===== config.mk =====
export PLATFORM = sky130hd
export DESIGN_NAME = alu_arbiter
export DESIGN_NICKNAME = d
export VERILOG_FILES = /design/src/rtl/alu_pkg.sv /design/src/rtl/alu_arbiter_alu.sv /design/src/rtl/alu_arbiter.sv
export SDC_FILE = /design/constraint.sdc
export NUM_CORES = 1
export LEC_CHECK = 0
export BUFFER_PORTS_ARGS = -buffer_cell sky130_fd_sc_hd__buf_2
export CORE_MARGIN = 3
export CORE_UTILIZATION = 54
export CTS_CLUSTER_DIAMETER = 60
export DETAILED_ROUTE_END_ITERATION = 7
export PLACE_DENSITY_LB_ADDON = 0.3
export RECOVER_POWER = 100
export SLEW_MARGIN = 20
export SYNTH_ARGS = -nofsm -noshare
export SYNTH_HDL_FRONTEND = slang
export SYNTH_SLANG_ARGS = --single-unit

===== constraint.sdc =====
create_clock -name CLK -period 3.65 [get_ports CLK]
set_input_delay 0.365 -clock CLK [delete_from_list [all_inputs] [get_ports CLK]]
set_output_delay 0.365 -clock CLK [all_outputs]
set_load 0.01 [all_outputs]

===== src/rtl/alu_pkg.sv =====
// Shared definitions for the arbitrated ALU: function codes and arbiter FSM states.
package alu_pkg;

    localparam logic [3:0] FunAdd  = 4'b0000;
    localparam logic [3:0] FunSub  = 4'b1000;
    localparam logic [3:0] FunOr   = 4'b0110;
    localparam logic [3:0] FunAnd  = 4'b0111;
    localparam logic [3:0] FunXor  = 4'b0100;
    localparam logic [3:0] FunSrl  = 4'b0101;
    localparam logic [3:0] FunSll  = 4'b0001;
    localparam logic [3:0] FunSra  = 4'b1101;
    localparam logic [3:0] FunSlt  = 4'b0010;
    localparam logic [3:0] FunSltu = 4'b0011;
    localparam logic [3:0] FunCopy = 4'b1001;

    typedef enum logic [1:0] {
        StIdle,
        StExec,
        StResp
    } arb_state_e;

endpackage


===== src/rtl/alu_arbiter_alu.sv =====
// Combinational 32-bit ALU; unknown function codes produce zero.
module alu_arbiter_alu
    import alu_pkg::*;
(
    input  logic [31:0] A,
    input  logic [31:0] B,
    input  logic [3:0]  ALU_FUN,
    output logic [31:0] ALU_OUT
);

    logic [4:0] shamt;
    assign shamt = B[4:0];

    always_comb begin
        ALU_OUT = 32'h0;
        case (ALU_FUN)
            FunAdd:  ALU_OUT = A + B;
            FunSub:  ALU_OUT = A - B;
            FunOr:   ALU_OUT = A | B;
            FunAnd:  ALU_OUT = A & B;
            FunXor:  ALU_OUT = A ^ B;
            FunSrl:  ALU_OUT = A >> shamt;
            FunSll:  ALU_OUT = A << shamt;
            FunSra:  ALU_OUT = $unsigned($signed(A) >>> shamt);
            FunSlt:  ALU_OUT = {31'h0, $signed(A) < $signed(B)};
            FunSltu: ALU_OUT = {31'h0, A < B};
            FunCopy: ALU_OUT = A;
            default: ALU_OUT = 32'h0;
        endcase
    end

endmodule


===== src/rtl/alu_arbiter.sv =====
// Two-requester front end sharing one ALU; one operation in flight, registered response.
module alu_arbiter
    import alu_pkg::*;
#(
    parameter bit RR_EN = 1'b1
) (
    input  logic        CLK,
    input  logic        RST,
    input  logic        req0_valid,
    output logic        req0_ready,
    input  logic [31:0] req0_a,
    input  logic [31:0] req0_b,
    input  logic [3:0]  req0_fun,
    input  logic        req1_valid,
    output logic        req1_ready,
    input  logic [31:0] req1_a,
    input  logic [31:0] req1_b,
    input  logic [3:0]  req1_fun,
    output logic        rsp_valid,
    input  logic        rsp_ready,
    output logic [31:0] rsp_data,
    output logic        rsp_id
);

    arb_state_e  state_q, state_d;
    logic [31:0] a_q, b_q;
    logic [3:0]  fun_q;
    logic        id_q;
    logic        last_q;
    logic [31:0] rsp_data_q;
    logic        rsp_id_q;
    logic        gnt_valid, gnt_id, accept;
    logic [31:0] alu_out;

    // Tie goes to whoever did not win last; fixed priority always favours requester 0.
    always_comb begin
        gnt_valid = 1'b0;
        gnt_id    = 1'b0;
        if (req0_valid && req1_valid) begin
            gnt_valid = 1'b1;
            gnt_id    = RR_EN ? ~last_q : 1'b0;
        end else if (req0_valid) begin
            gnt_valid = 1'b1;
        end else if (req1_valid) begin
            gnt_valid = 1'b1;
            gnt_id    = 1'b1;
        end
    end

    always_comb begin
        req0_ready = 1'b0;
        req1_ready = 1'b0;
        if (state_q == StIdle && !RST && gnt_valid) begin
            req0_ready = ~gnt_id;
            req1_ready = gnt_id;
        end
        accept = req0_ready | req1_ready;
    end

    always_comb begin
        state_d = state_q;
        unique case (state_q)
            StIdle:  if (accept) state_d = StExec;
            StExec:  state_d = StResp;
            StResp:  if (rsp_ready) state_d = StIdle;
            default: state_d = StIdle;
        endcase
    end

    always_ff @(posedge CLK) begin
        if (RST) begin
            state_q    <= StIdle;
            a_q        <= 32'h0;
            b_q        <= 32'h0;
            fun_q      <= 4'h0;
            id_q       <= 1'b0;
            last_q     <= 1'b1;
            rsp_data_q <= 32'h0;
            rsp_id_q   <= 1'b0;
        end else begin
            state_q <= state_d;
            if (accept) begin
                a_q    <= gnt_id ? req1_a : req0_a;
                b_q    <= gnt_id ? req1_b : req0_b;
                fun_q  <= gnt_id ? req1_fun : req0_fun;
                id_q   <= gnt_id;
                last_q <= gnt_id;
            end
            if (state_q == StExec) begin
                rsp_data_q <= alu_out;
                rsp_id_q   <= id_q;
            end
        end
    end

    alu_arbiter_alu u_alu (
        .A       (a_q),
        .B       (b_q),
        .ALU_FUN (fun_q),
        .ALU_OUT (alu_out)
    );

    assign rsp_valid = (state_q == StResp);
    assign rsp_data  = rsp_data_q;
    assign rsp_id    = rsp_id_q;

endmodule


==> flow_metrics.tcl <==
set metrics [dict create \
    powerDensity_mw_per_mm2 339 \
    clkTransAtPathRegs_ns 0.09 \
    antenna_found_initial 2 \
    chipWidth_um 158 \
    finish.instance_area_mm2 0.0143 \
    ys.flop_type "dfxtp_1" \
    yosysWarnings 0 \
    synth_area_leader_cell "dfxtp_1" \
    start_util_pct 55.1 \
    place_hpwl_um 45300 \
    drt-initial-drc-count 2919 \
    ys_top_cells_by_area "dfxtp_1 (17%), ha_1 (9.9%), nor2_1 (6.7%)" \
    core-area_mm2 0.0227 \
    slew_viol_final 72 \
    p_leak_nw 5.70 \
    fin_nets 2129 \
    hp-class "input pin to flip-flop" \
    synth_seq_area_share_pct 16.8 \
    placed_area_mm2 0.0140 \
    max_freq_ghz 0.272 \
    fin_ws_ns -0.0254 \
    placement.setup.worst_slack_ns 0.191 \
    finalSetupViolations 1 \
    drive_above_1_share_pct 17.0 \
    instances_no_fill 2177 \
    final_cell_mix "nor2_1 (223), nand2_1 (158), a21oi_1 (149), buf_2 (141), o21ai_0 (123)" \
    final_common_cell "nor2_1" \
    critPathMaxFanout 8 \
    firstDrtPassIters 8 \
    drt-total-wl_um 59300 \
    synth_nets 1989 \
    tightest_slew_ns 1.51 \
    io_pins 177 \
    crit_path_end_kind "flip-flop" \
    clock_sinks 105 \
    grt_overflow 0 \
    timing.slew.headroom_pct -0.962 \
    peakVddDrop_v 0.000268 \
    syn2layout_area_growth_pct 14.0 \
    clk_latency_ns 0.38 \
    syn_avg_cell_area_um2 7.17 \
    grt_pass1_vias 14192 \
    die_area_mm2 0.0250 \
    ys_ff_latch 105 \
    htreeDepth 3 \
    grt_max_degree 83 \
    synth-edff-count 0 \
    synth_cell_type_count 78 \
    worst-path-buf-inv 2 \
    min_period_ns 3.68 \
    start_kind "flip-flop" \
    critPathTopFamily "compound AO/OA/AOI/OAI gates" \
    syn_area_mm2 0.0125 \
    crit_chain "nor2_1 -> nand3_1 -> clkbuf_1 -> o21ai_0 -> a221oi_1 -> o311ai_0 -> a221oi_1 -> clkbuf_1 -> o21ai_0" \
    finalClockSkew_ns 0.0131 \
    synth_top_cell_area_share_pct 16.8 \
    grt.total_usage_pct 45.7 \
    synthCells 1747 \
    crit_type "flip-flop to flip-flop" \
    max_stage_delay_ns 0.77 \
    ctsHoldBuffers 0 \
    dp.cells 2161 \
    num_vias 15672 \
    crit_slowest_cell "dfxtp_1" \
    grt_pass1_wl_um 86800 \
    die_h_um 158 \
    utilization_pct 62.8 \
    tritoncts "yes" \
    synthArstFlopShare_pct 0 \
    totalPowerFinal_mw 4.84 \
    fin_crit_sh_pct 101 \
    rsz0062_at_grt "false" \
    rows 55 \
    gp_congestion 1.08 \
    vias_per_cell 7.20 \
    required_ns 3.89 \
    port_buffers 176 \
    avgRoutedWirePerCell_um 27.2 \
    numCtsBuffers 9 \
    ctsRootBufferMaster "clkbuf_16" \
    cts_max_path_buffers 2 \
    post-route-drc-count 0 \
    max_cap_viol_count 1 \
    outcome "finished, violations left" \
    violations "max-capacitance violations, max-slew violations, negative setup slack" \
    multi_input_area_mm2 0.00941 \
    detail-route-antenna-nets 0 \
    fill_cells 2132 \
    hold_violations 0 \
    regArea_mm2 0.00211 \
    cp.arrival_ns 3.91 \
]
## metrics by stage
step / TNS [ns] / hold slack, ns
final: -0.0254 / 0.226
after floorplan: 0 / 0.431
after detailed placement: 0 / 0.444
after global routing: 0 / 0.234
after global placement: 0 / 0.435
after CTS: 0 / 0.220
## repair_timing
action                     4_1_cts  5_1_grt
gates resized for setup          0        5
buffers inserted                 0        0
setup endpoints to repair        0        5
## report_power, final
group / switching (mW) / internal, mW
clock network: 0.559 / 0.479
logic: 1.58 / 0.885
registers: 0.105 / 1.23
total: 2.25 / 2.59
## worst paths after layout
path	start	endpoint	slack, ns	cells after the start
worst min-delay path	req1_b[6]	b_q[6]$_SDFFE_PP0P_	0.23	3
worst max register to register	fun_q[0]$_SDFFE_PP0P_	rsp_data[6]$_SDFFE_PP0N_	-0.03	9
worst max-delay path	fun_q[0]$_SDFFE_PP0P_	rsp_data[6]$_SDFFE_PP0N_	-0.03	9
worst min register to register	rsp_data[9]$_SDFFE_PP0N_	rsp_data[9]$_SDFFE_PP0N_	0.46	2
## cell type report
type | count | area share, %
multi-input combinational | 1377 | 65.9
sequential | 105 | 14.8
timing repair buffer | 283 | 11.8
inverter | 111 | 2.92
tap | 285 | 2.50
clock buffer | 9 | 1.58
clock inverter | 6 | 0.447
antenna | 1 | 0.0175
## layer usage
layer	track usage (%)	part of all wire, %	routed length (um)
met5	0	0.042	25
met4	20.5	5.3	3160
met3	15.8	16	9510
met2	63.0	39	23400
met1	64.0	39	23200
## worst min-delay path: cells and delay by family
| family | cells | cell delay, ns |
|---|---|---|
| buffers and inverters | 1 | 0.08 |
| AND/OR/NAND/NOR | 1 | 0.08 |
| AO/OA/AOI/OAI | 1 | 0.05 |
## sequential cells by signal, summed over array words and instances, names as in the netlist
| signal | cells |
|---|---|
| a_q | 32 |
| b_q | 32 |
| rsp_data | 32 |
| fun_q | 4 |
| state_q | 2 |
| id_q | 1 |
| last_q | 1 |
| rsp_id | 1 |
## kinds of logic after synthesis
logic type	synth area share (%)
AOI/OAI and AO/OA	33.1
and+or+nand+nor	19.4
buffers and inverters	8.42
DFF	16.8
adders and majority gates	10.2
muxes	10.2
xor gates and xnor gates	1.89
## cells in the mapped netlist, drive strengths merged (24+ instances only)
library cell,n
a222oi,72
a211oi,27
clkbuf,93
o21ai,127
nand3,33
dfxtp,105
mux2i,69
nor2,226
xnor2,24
nand2,158
inv,110
buf,61
a221oi,34
nor3,37
ha,99
a21oi,150
(Power assumes the default switching activity.)
